==> src/rtl/pc_seq.sv <==
// pc_seq: fetch-side PC sequencer with one outstanding imem request, decode handoff and branch/trap redirect
//   CLK, reset            clock, synchronous active-high reset
//   imem_req/addr/gnt     fetch request channel (addr = pc while req is high)
//   imem_rvalid/rdata     fetch response channel
//   if_valid/ready        decode handoff; if_pc/if_inst hold the buffered instruction
//   br_taken/br_target    branch redirect strobe and target
//   trap/trap_vec         trap redirect strobe and vector (wins over br_taken)
//   fetch_misalign        one-cycle pulse when a redirect target was not word aligned
module pc_seq #(
    parameter int                  WORDSIZE   = 32,
    parameter logic [WORDSIZE-1:0] RESET_ADDR = '0
) (
    input  logic                CLK,
    input  logic                reset,
    output logic                imem_req,
    output logic [WORDSIZE-1:0] imem_addr,
    input  logic                imem_gnt,
    input  logic                imem_rvalid,
    input  logic [WORDSIZE-1:0] imem_rdata,
    output logic                if_valid,
    input  logic                if_ready,
    output logic [WORDSIZE-1:0] if_pc,
    output logic [WORDSIZE-1:0] if_inst,
    input  logic                br_taken,
    input  logic [WORDSIZE-1:0] br_target,
    input  logic                trap,
    input  logic [WORDSIZE-1:0] trap_vec,
    output logic                fetch_misalign
);
    typedef enum logic [1:0] {FETCH, WAIT, HOLD, DISCARD} state_t;
    state_t state, state_nxt;
    logic                run, redir, pending, accept;
    logic [WORDSIZE-1:0] pc, tgt;
    // run keeps imem_req low while reset is applied and for the reset edge itself
    assign imem_req  = run && state == FETCH;
    assign imem_addr = pc;
    assign if_valid  = state == HOLD;
    always_comb begin
        redir   = trap | br_taken;
        tgt     = trap ? trap_vec : br_target;
        accept  = state == WAIT && imem_rvalid;
        // a granted request whose response has not yet arrived must be drained in DISCARD
        pending = (state == FETCH && imem_req && imem_gnt) ||
                  ((state == WAIT || state == DISCARD) && !imem_rvalid);
        state_nxt = redir            ? (pending ? DISCARD : FETCH)
                  : state == FETCH   ? (imem_req && imem_gnt ? WAIT : FETCH)
                  : state == WAIT    ? (imem_rvalid ? HOLD : WAIT)
                  : state == HOLD    ? (if_ready ? FETCH : HOLD)
                  :                    (imem_rvalid ? FETCH : DISCARD);
    end
    always_ff @(posedge CLK) begin
        if (reset)
            state <= FETCH;
        else
            state <= state_nxt;
    end
    always_ff @(posedge CLK) begin
        if (reset) begin
            run            <= 1'b0;
            pc             <= RESET_ADDR;
            if_pc          <= '0;
            if_inst        <= '0;
            fetch_misalign <= 1'b0;
        end else begin
            run            <= 1'b1;
            fetch_misalign <= redir && tgt[1:0] != 2'b00;
            pc             <= redir ? {tgt[WORDSIZE-1:2], 2'b00} : accept ? pc + WORDSIZE'(4) : pc;
            if (accept && !redir) begin
                if_pc   <= pc;
                if_inst <= imem_rdata;
            end
        end
    end
endmodule
==> config.mk <==
export PLATFORM = sky130hd
export DESIGN_NAME = pc_seq
export DESIGN_NICKNAME = d
export VERILOG_FILES = /design/src/rtl/pc_seq.sv
export SDC_FILE = /design/constraint.sdc
export NUM_CORES = 1
export LEC_CHECK = 0
export ABC_AREA = 0
export BUFFER_PORTS_ARGS = -buffer_cell sky130_fd_sc_hd__buf_2
export CORE_UTILIZATION = 47
export DETAILED_ROUTE_END_ITERATION = 10
export PLACE_DENSITY_LB_ADDON = 0.3
export SETUP_SLACK_MARGIN = 0.5
export SYNTH_ARGS = -nofsm -noshare
export SYNTH_HDL_FRONTEND = slang
export SYNTH_SLANG_ARGS = --single-unit
==> constraint.sdc <==
create_clock -name CLK -period 2.48 [get_ports CLK]
set_input_delay 0.496 -clock CLK [delete_from_list [all_inputs] [get_ports CLK]]
set_output_delay 0.496 -clock CLK [all_outputs]
set_load 0.005 [all_outputs]
==> results of run 1 <==
-- logic make-up (layout without fill, tap and decap cells) --
logic type / after synthesis / after routing
simple gates: 238 / 239
mux: 5 / 5
flops: 96 / 96
other cells: 1 / 4
xor+xnor: 7 / 7
compound gates: 166 / 166
buf+inv: 54 / 238
fa+ha+maj: 1 / 1
-- state kept, by name, summed over array words and instances, names as in the netlist --
| register | count |
|---|---|
| state | 2 |
| if_pc | 30 |
| fetch_misalign | 1 |
| if_inst | 32 |
| run | 1 |
| imem_addr | 30 |
-- per-layer routing --
layer | GRT usage, % | up-vias | part of all wire, %
li1 | - | 2367 | -
met4 | 10.6 | 0 | 2.2
met2 | 46.2 | 278 | 48
met1 | 33.8 | 2260 | 41
met5 | 0 | - | 0
met3 | 4.78 | 31 | 8.5
-- synth_stat cells, types with 7 or more instances --
| cell type | number | area share [%] |
|---|---|---|
| sky130_fd_sc_hd__nor4_1 | 13 | 1.8 |
| sky130_fd_sc_hd__a21oi_1 | 91 | 10 |
| sky130_fd_sc_hd__clkbuf_1 | 22 | 1.8 |
| sky130_fd_sc_hd__nand2_1 | 155 | 13 |
| sky130_fd_sc_hd__nor3_1 | 7 | 0.78 |
| sky130_fd_sc_hd__dfxtp_1 | 96 | 43 |
| sky130_fd_sc_hd__nor2_1 | 15 | 1.3 |
| sky130_fd_sc_hd__a22oi_1 | 17 | 2.8 |
| sky130_fd_sc_hd__nand3_1 | 14 | 1.6 |
| sky130_fd_sc_hd__buf_2 | 10 | 1.1 |
| sky130_fd_sc_hd__o21ai_0 | 16 | 1.8 |
| sky130_fd_sc_hd__inv_1 | 8 | 0.67 |
| sky130_fd_sc_hd__a211oi_1 | 10 | 1.7 |
-- how the worst min path moves through the flow --
stage          slack [ns]                       end                      from
2_1_floorplan        0.45   if_inst[0]$_SDFFE_PP0P_   if_inst[0]$_SDFFE_PP0P_
3_3_place_gp         0.44  if_inst[30]$_SDFFE_PP0P_  if_inst[30]$_SDFFE_PP0P_
3_5_place_dp         0.44   if_inst[9]$_SDFFE_PP0P_   if_inst[9]$_SDFFE_PP0P_
4_1_cts              0.34   if_inst[3]$_SDFFE_PP0P_             imem_rdata[3]
5_1_grt              0.35   if_inst[2]$_SDFFE_PP0P_             imem_rdata[2]
6_report             0.36   if_inst[3]$_SDFFE_PP0P_             imem_rdata[3]
-- placed cells by master (no fill, tap or decap), types with 3 or more instances in the layout --
cell,synthesis,final
sky130_fd_sc_hd__a211oi_1,10,10
sky130_fd_sc_hd__a21oi_1,91,91
sky130_fd_sc_hd__a22o_1,4,4
sky130_fd_sc_hd__a22oi_1,17,17
sky130_fd_sc_hd__and4_2,3,4
sky130_fd_sc_hd__buf_12,0,3
sky130_fd_sc_hd__buf_2,10,196
sky130_fd_sc_hd__buf_4,5,15
sky130_fd_sc_hd__clkbuf_8,5,10
sky130_fd_sc_hd__conb_1,1,4
sky130_fd_sc_hd__dfxtp_1,96,87
sky130_fd_sc_hd__dfxtp_2,0,8
sky130_fd_sc_hd__inv_1,8,8
sky130_fd_sc_hd__mux2i_1,5,5
sky130_fd_sc_hd__nand2_1,155,154
sky130_fd_sc_hd__nand3_1,14,14
sky130_fd_sc_hd__nand4_1,5,5
sky130_fd_sc_hd__nor2_1,15,14
sky130_fd_sc_hd__nor3_1,7,6
sky130_fd_sc_hd__nor4_1,13,12
sky130_fd_sc_hd__o211ai_1,3,3
sky130_fd_sc_hd__o21ai_0,16,16
sky130_fd_sc_hd__o31a_2,4,4
sky130_fd_sc_hd__xnor2_1,5,5
-- power groups by stage --
stage                     Sequential, mW  Clock (mW)  Combinational [mW]
after floorplan                     1.66           0               0.208
after global placement              1.67           0               0.362
after detailed placement            1.67           0               0.371
after CTS                           1.64        1.09               0.373
after global routing                1.65        1.15               0.414
final                               1.64        1.07               0.379
-- tightest hold or removal path, cell delays in order --
cell	delay, ns
sky130_fd_sc_hd__buf_2	0.09
sky130_fd_sc_hd__nand2_1	0.04
sky130_fd_sc_hd__a21oi_1	0.05
-- area by class of cell --
| type | count | area (um2) | share of cell area (%) |
|---|---|---|---|
| Tap cell | 129 | 161 | 2.78 |
| Timing Repair Buffer | 214 | 1150 | 19.9 |
| Clock inverter | 5 | 63.8 | 1.10 |
| Sequential cell | 96 | 1940 | 33.3 |
| Multi-Input combinational cell | 422 | 2320 | 40.0 |
| Clock buffer | 11 | 141 | 2.43 |
| Inverter | 8 | 30.0 | 0.517 |
-- timing repair --
action / CTS / global route
setup buffers: 0 / 1
gates resized for setup: 7 / 12
setup endpoints to repair: 10 / 12
cloned: 1 / 0
pin swaps: 2 / 1
-- through the flow --
step / hold slack, ns / std cells
floorplan: 0.450 / 571
CTS: 0.340 / 884
detailed placement: 0.443 / 867
global placement: 0.439 / 867
finish: 0.356 / 885
global route: 0.353 / 885
==> qor.json, run 1 <==
{
  "cts-root-to-sink-buffers": {"value": 2},
  "setup.worst_path.end": {"value": "imem_addr[30]$_SDFFE_PP0P_"},
  "status": {"value": "completed"},
  "synth_cells": {"value": 568},
  "tritoncts_num_sinks": {"value": 96},
  "synth_enable_flop_cells": {"value": 0},
  "cell_internal_pwr": {"value": 2.26, "unit": "mW"},
  "timing_worst_setup_path_type": {"value": "flop to flop"},
  "power.share.combinational": {"value": 12.3, "unit": "%"},
  "synth_compound_area_share": {"value": 22.8, "unit": "%"},
  "place_ws": {"value": 0.277, "unit": "ns"},
  "data_required_time_at_the_worst_endpoint": {"value": 2.72, "unit": "ns"},
  "cts.clk_slew.worst_paths": {"value": 0.10, "unit": "ns"},
  "drive_gt1_share": {"value": 35.2, "unit": "%"},
  "design.final.nets": {"value": 855},
  "regToRegEndpoint": {"value": "imem_addr[30]$_SDFFE_PP0P_"},
  "leakage": {"value": 2.47, "unit": "nW"},
  "postCtsHoldBufs": {"value": 0},
  "antennaDiodeCount": {"value": 0},
  "worst_slack": {"value": 0.573, "unit": "ns"},
  "p_switching": {"value": 0.825, "unit": "mW"},
  "path_delay_family": {"value": "compound AO/OA/AOI/OAI gates"},
  "boundaryPins": {"value": 202},
  "port_buffers": {"value": 197},
  "post_synthesis_mux_area_share": {"value": 1.12, "unit": "%"},
  "largest_family_of_logic_cells_by_synthesized_area": {"value": "simple AND/OR/NAND/NOR gates"},
  "clock_skew": {"value": 0.0111, "unit": "ns"},
  "crit_path_start_kind": {"value": "flop"},
  "reg2reg_depth": {"value": 6},
  "syn2layout_area_growth": {"value": 29.4, "unit": "%"},
  "finalWirelength": {"value": 13800, "unit": "um"},
  "chipWidth": {"value": 99.7, "unit": "um"},
  "r2r_setup_slack": {"value": 0.57, "unit": "ns"},
  "area_fraction_in_and_or_nand_and_nor_cells_after_synthesis": {"value": 24.5, "unit": "%"},
  "seqPwrFrac": {"value": 53.1, "unit": "%"},
  "power.switching_fraction": {"value": 26.7, "unit": "%"},
  "max_cap_violations": {"value": 0},
  "vdd.ir_drop.worst": {"value": 0.337, "unit": "mV"},
  "worstHoldPathType": {"value": "primary input to flop"},
  "post-route-min-period": {"value": 1.91, "unit": "ns"},
  "clock_power_share": {"value": 34.6, "unit": "%"},
  "synthDistinctLibCells": {"value": 62},
  "cts_tree": {"value": "built"},
  "final_core_utilization": {"value": 62.8, "unit": "%"},
  "synthArstFlopShare": {"value": 0, "unit": "%"},
  "route.detailed.vias_per_inst": {"value": 5.58},
  "worst-path-buf-inv": {"value": 0},
  "synth_xor_xnor_area_share": {"value": 1.37, "unit": "%"},
  "rows": {"value": 35},
  "route.detailed.drc": {"value": 0},
  "cellPowerDensity": {"value": 532, "unit": "nW/um2"},
  "clk_tree_root_cell": {"value": "sky130_fd_sc_hd__clkbuf_8"},
  "grt_antenna_before_repair": {"value": 0},
  "worst_r2r_startpoint": {"value": "imem_addr[2]$_SDFFE_PP0P_"},
  "grt_pass1_wl": {"value": 21300, "unit": "um"},
  "synth_seq_cells": {"value": 96},
  "post_synth.cell_area_avg": {"value": 7.90, "unit": "um2"},
  "pin_count_of_the_biggest_net_entering_global_routing": {"value": 64},
  "fillers": {"value": 829},
  "transition_time_at_the_pin_with_the_least_slew_margin": {"value": 0.610, "unit": "ns"},
  "setup.worst_path.start": {"value": "imem_addr[2]$_SDFFE_PP0P_"},
  "sequential_cell_area_fraction_in_the_yosys_report": {"value": 42.8, "unit": "%"},
  "design_area": {"value": 5810, "unit": "um2"},
  "route.vias.total": {"value": 4936},
  "instance_area_after_placement": {"value": 5530, "unit": "um2"},
  "drtIter0Drc": {"value": 313},
  "cell_count_of_the_worst_hold_path": {"value": 3},
  "chipHeight": {"value": 99.7, "unit": "um"},
  "clock.fmax": {"value": 524, "unit": "MHz"},
  "worst_ep_arrival_time": {"value": 2.14, "unit": "ns"},
  "cts_bufs_inserted": {"value": 9},
  "antenna_violating_nets_post_route": {"value": 0},
  "crit_chain": {"value": "ha_4 > nand4_4 > or3_4 > o31a_2 > o21ai_0 > a21oi_1"},
  "estimated_wirelength_of_the_detail_placed_design": {"value": 9830, "unit": "um"},
  "cts-htree-levels": {"value": 3},
  "report.power.total": {"value": 3.09, "unit": "mW"},
  "grt_setup_unrepaired": {"value": "true"},
  "placeableCoreArea": {"value": 9240, "unit": "um2"},
  "clkLatencyLatePin": {"value": 0.37, "unit": "ns"},
  "finalHoldViolations": {"value": 0},
  "fin_setup_tns": {"value": 0, "unit": "ns"},
  "slowest_stage_cell_cp": {"value": "sky130_fd_sc_hd__or3_4"},
  "via_count_of_the_first_global_routing_pass": {"value": 4500},
  "synth_top_flop_cell": {"value": "sky130_fd_sc_hd__dfxtp_1"},
  "global_route_overflow": {"value": 0},
  "gp_routability_congestion": {"value": 0.863},
  "post_synthesis_instance_area": {"value": 4490, "unit": "um2"},
  "grt_use_total": {"value": 27.0, "unit": "%"},
  "synthesis.yosys.warnings": {"value": 0},
  "detail_route.wl_per_cell": {"value": 15.6, "unit": "um"},
  "start_util": {"value": 48.6, "unit": "%"},
  "critical_path_cell_count": {"value": 6},
  "worst-path-max-fanout": {"value": 6},
  "fin_crit_sh": {"value": 76.9, "unit": "%"},
  "synth-adder-area-share": {"value": 0.279, "unit": "%"},
  "drt_first_pass_iters": {"value": 5},
  "final-max-slew-violation-count": {"value": 0},
  "timing.max_slew.rel_slack": {"value": 59.2, "unit": "%"},
  "fp.dieArea": {"value": 9940, "unit": "um2"},
  "finalSetupViolations": {"value": 0},
  "critical-path-max-stage-delay": {"value": 0.42, "unit": "ns"},
  "endpoint_kind": {"value": "flop"}
}
(Power assumes the default switching activity.)
==> run 2, diff against run 1 <==
clock period = 1.8 ns   (was 2.48 ns; I/O delays follow)
==> qor.json, run 2 (same netlist as run 1, synthesis figures left out) <==
{
  "timing_worst_setup_path_type": {"value": "flop to flop"},
  "clock.fmax": {"value": 556, "unit": "MHz", "change": "+5.9%"},
  "tritoncts_num_sinks": {"value": 96, "change": "unchanged"},
  "cts.clk_slew.worst_paths": {"value": 0.11, "unit": "ns", "change": "about the same"},
  "cellPowerDensity": {"value": 572, "unit": "nW/um2", "change": "+7.5%"},
  "route.detailed.vias_per_inst": {"value": 5.97, "change": "+7.0%"},
  "cell_count_of_the_worst_hold_path": {"value": 3, "change": "unchanged"},
  "gp_routability_congestion": {"value": 0.894, "change": "+3.6%"},
  "worst_ep_arrival_time": {"value": 2.02, "unit": "ns", "change": "-0.12 ns"},
  "leakage": {"value": 3.26, "unit": "nW", "change": "+32%"},
  "route.vias.total": {"value": 5769, "change": "+17%"},
  "grt_use_total": {"value": 32.3, "unit": "%", "change": "+5.3 points"},
  "cts_bufs_inserted": {"value": 9, "change": "unchanged"},
  "placeableCoreArea": {"value": 9240, "unit": "um2", "change": "unchanged"},
  "start_util": {"value": 48.6, "unit": "%", "change": "unchanged"},
  "rows": {"value": 35, "change": "unchanged"},
  "drt_first_pass_iters": {"value": 6, "change": "+1"},
  "path_delay_family": {"value": "simple AND/OR/NAND/NOR gates"},
  "syn2layout_area_growth": {"value": 77.5, "unit": "%"},
  "finalSetupViolations": {"value": 0, "change": "unchanged"},
  "clkLatencyLatePin": {"value": 0.37, "unit": "ns", "change": "about the same"},
  "most_frequent_standard_cell_in_the_layout_excluding_fill_and_tap_cells": {"value": "sky130_fd_sc_hd__buf_2"},
  "clk_tree_root_cell": {"value": "sky130_fd_sc_hd__clkbuf_8"},
  "antennaDiodeCount": {"value": 0, "change": "unchanged"},
  "max_reg_flops": {"value": 32, "change": "unchanged"},
  "vdd.ir_drop.worst": {"value": 0.400, "unit": "mV", "change": "+19%"},
  "cts_tree": {"value": "built"},
  "clock_skew": {"value": 0.0126, "unit": "ns", "change": "+0.00155 ns"},
  "min_delay_worst_endpoint": {"value": "if_inst[16]$_SDFFE_PP0P_"},
  "fp.dieArea": {"value": 9940, "unit": "um2", "change": "unchanged"},
  "crit_path_start_kind": {"value": "flop"},
  "final_core_utilization": {"value": 86.2, "unit": "%", "change": "+23 points"},
  "finalWirelength": {"value": 19200, "unit": "um", "change": "+39%"},
  "grt_antenna_before_repair": {"value": 0, "change": "unchanged"},
  "reg2reg_depth": {"value": 5, "change": "-1"},
  "boundaryPins": {"value": 202, "change": "unchanged"},
  "hold_path_startpoint": {"value": "imem_rdata[16]"},
  "endpoint_kind": {"value": "flop"},
  "cts-htree-levels": {"value": 3, "change": "unchanged"},
  "worst_hold_slack": {"value": 0.229, "unit": "ns", "change": "-0.127 ns"},
  "crit_chain": {"value": "nand3_2 > or3_4 > o31a_2 > o21ai_1 > a21oi_1"},
  "post-route-min-period": {"value": 1.80, "unit": "ns", "change": "-0.107 ns"},
  "design.final.nets": {"value": 938, "change": "+9.7%"},
  "largest_register": {"value": "if_inst"},
  "drive_gt1_share": {"value": 65.2, "unit": "%", "change": "+30 points"},
  "final_cell_mix": {"value": "sky130_fd_sc_hd__buf_2, sky130_fd_sc_hd__nand2_1, sky130_fd_sc_hd__a21oi_2"},
  "worstHoldPathType": {"value": "primary input to flop"},
  "via_count_of_the_first_global_routing_pass": {"value": 5162, "change": "+15%"},
  "chipWidth": {"value": 99.7, "unit": "um", "change": "unchanged"},
  "antenna_violating_nets_post_route": {"value": 0, "change": "unchanged"},
  "port_buffers": {"value": 197, "change": "unchanged"},
  "pin_count_of_the_biggest_net_entering_global_routing": {"value": 37, "change": "-42%"},
  "slowest_stage_cell_cp": {"value": "sky130_fd_sc_hd__or3_4"},
  "cts-root-to-sink-buffers": {"value": 2, "change": "unchanged"},
  "detail_route.wl_per_cell": {"value": 19.9, "unit": "um", "change": "+27%"},
  "r2r_setup_slack": {"value": 0.00009, "unit": "ns", "change": "-0.57 ns"},
  "fin_crit_sh": {"value": 100, "unit": "%", "change": "+23 points"},
  "route.detailed.drc": {"value": 0, "change": "unchanged"},
  "status": {"value": "completed"},
  "estimated_wirelength_of_the_detail_placed_design": {"value": 10300, "unit": "um", "change": "+4.6%"},
  "global_route_overflow": {"value": 0, "change": "unchanged"},
  "grt_setup_unrepaired": {"value": "true"},
  "critical-path-max-stage-delay": {"value": 0.51, "unit": "ns", "change": "+0.09 ns"},
  "report.power.total": {"value": 4.55, "unit": "mW", "change": "+47%"},
  "chipHeight": {"value": 99.7, "unit": "um", "change": "unchanged"},
  "timing.max_slew.rel_slack": {"value": 62.7, "unit": "%", "change": "+3.4 points"},
  "worst-path-buf-inv": {"value": 0, "change": "unchanged"},
  "drtIter0Drc": {"value": 406, "change": "+30%"},
  "regToRegEndpoint": {"value": "imem_addr[22]$_SDFFE_PP0P_"},
  "final-max-slew-violation-count": {"value": 0, "change": "unchanged"},
  "max_cap_violations": {"value": 0, "change": "unchanged"},
  "grt_pass1_wl": {"value": 25400, "unit": "um", "change": "+19%"},
  "transition_time_at_the_pin_with_the_least_slew_margin": {"value": 0.560, "unit": "ns", "change": "-0.0501 ns"},
  "finalHoldViolations": {"value": 0, "change": "unchanged"},
  "data_required_time_at_the_worst_endpoint": {"value": 2.02, "unit": "ns", "change": "-0.70 ns"},
  "worst_r2r_startpoint": {"value": "imem_addr[12]$_SDFFE_PP0P_"},
  "worst-path-max-fanout": {"value": 6, "change": "unchanged"}
}
[run 2: cell type report]
| class | count | area (um2) |
|---|---|---|
| multi-input combinational | 423 | 3400 |
| timing repair buffer | 296 | 2190 |
| sequential | 96 | 1980 |
| fill | 501 | 1280 |
| tap | 129 | 161 |
| clock buffer | 9 | 124 |
| clock inverter | 6 | 68.8 |
| inverter | 8 | 30.0 |
[run 2: worst max-delay path by stage]
stage                                           from                    endpoint  slack, ns  cells after the start
after global routing      imem_addr[12]$_SDFFE_PP0P_  imem_addr[26]$_SDFFE_PP0P_       -0.1                      5
after CTS                  imem_addr[2]$_SDFFE_PP0P_  imem_addr[24]$_SDFFE_PP0P_       0.06                      6
final                     imem_addr[12]$_SDFFE_PP0P_  imem_addr[22]$_SDFFE_PP0P_    0.00009                      5
after global placement                   imem_rvalid  imem_addr[30]$_SDFFE_PP0P_       0.07                      6
after floorplan            imem_addr[3]$_SDFFE_PP0P_  imem_addr[22]$_SDFFE_PP0P_       0.08                      7
after detailed placement                 imem_rvalid  imem_addr[30]$_SDFFE_PP0P_       0.04                      6
[run 2: power by group]
part | internal (mW) | switching, mW | leakage [nW] | total, mW
Clock | 0.644 | 0.809 | 0.0957 | 1.45
Sequential | 2.18 | 0.0635 | 0.795 | 2.25
Combinational | 0.414 | 0.439 | 2.37 | 0.853
[run 2: repair_timing]
| action | CTS | global route |
|---|---|---|
| setup buffers | 18 | 28 |
| pin swaps | 105 | 90 |
| resized for setup | 177 | 164 |
| endpoints found under the setup margin | 116 | 123 |
| hold buffers | 0 | 0 |
| gates cloned | 9 | 0 |
[run 2: worst min-delay path, cell delays in order]
cell and delay (ns):
sky130_fd_sc_hd__buf_2 0.10, sky130_fd_sc_hd__nand2_1 0.06, sky130_fd_sc_hd__a21oi_2 0.05
[run 2: layer usage]
metal	GRT usage, %	part of all wire (%)	vias to the layer above
met3	5.76	8.0	118
li1	-	-	2542
met5	0	0	-
met1	39.6	37	2706
met2	56.2	49	403
met4	12.3	5.3	0
[run 2: stage by stage]
stage	setup TNS (ns)	setup slack (ns)	cells	cell area, um2
after floorplan	0	0.0778	571	4700
after global placement	0	0.0668	897	5870
after detailed placement	0	0.0358	897	5870
after CTS	0	0.0568	939	7050
after global routing	-0.218	-0.0980	967	7960
final	0	0.0000850	967	7960
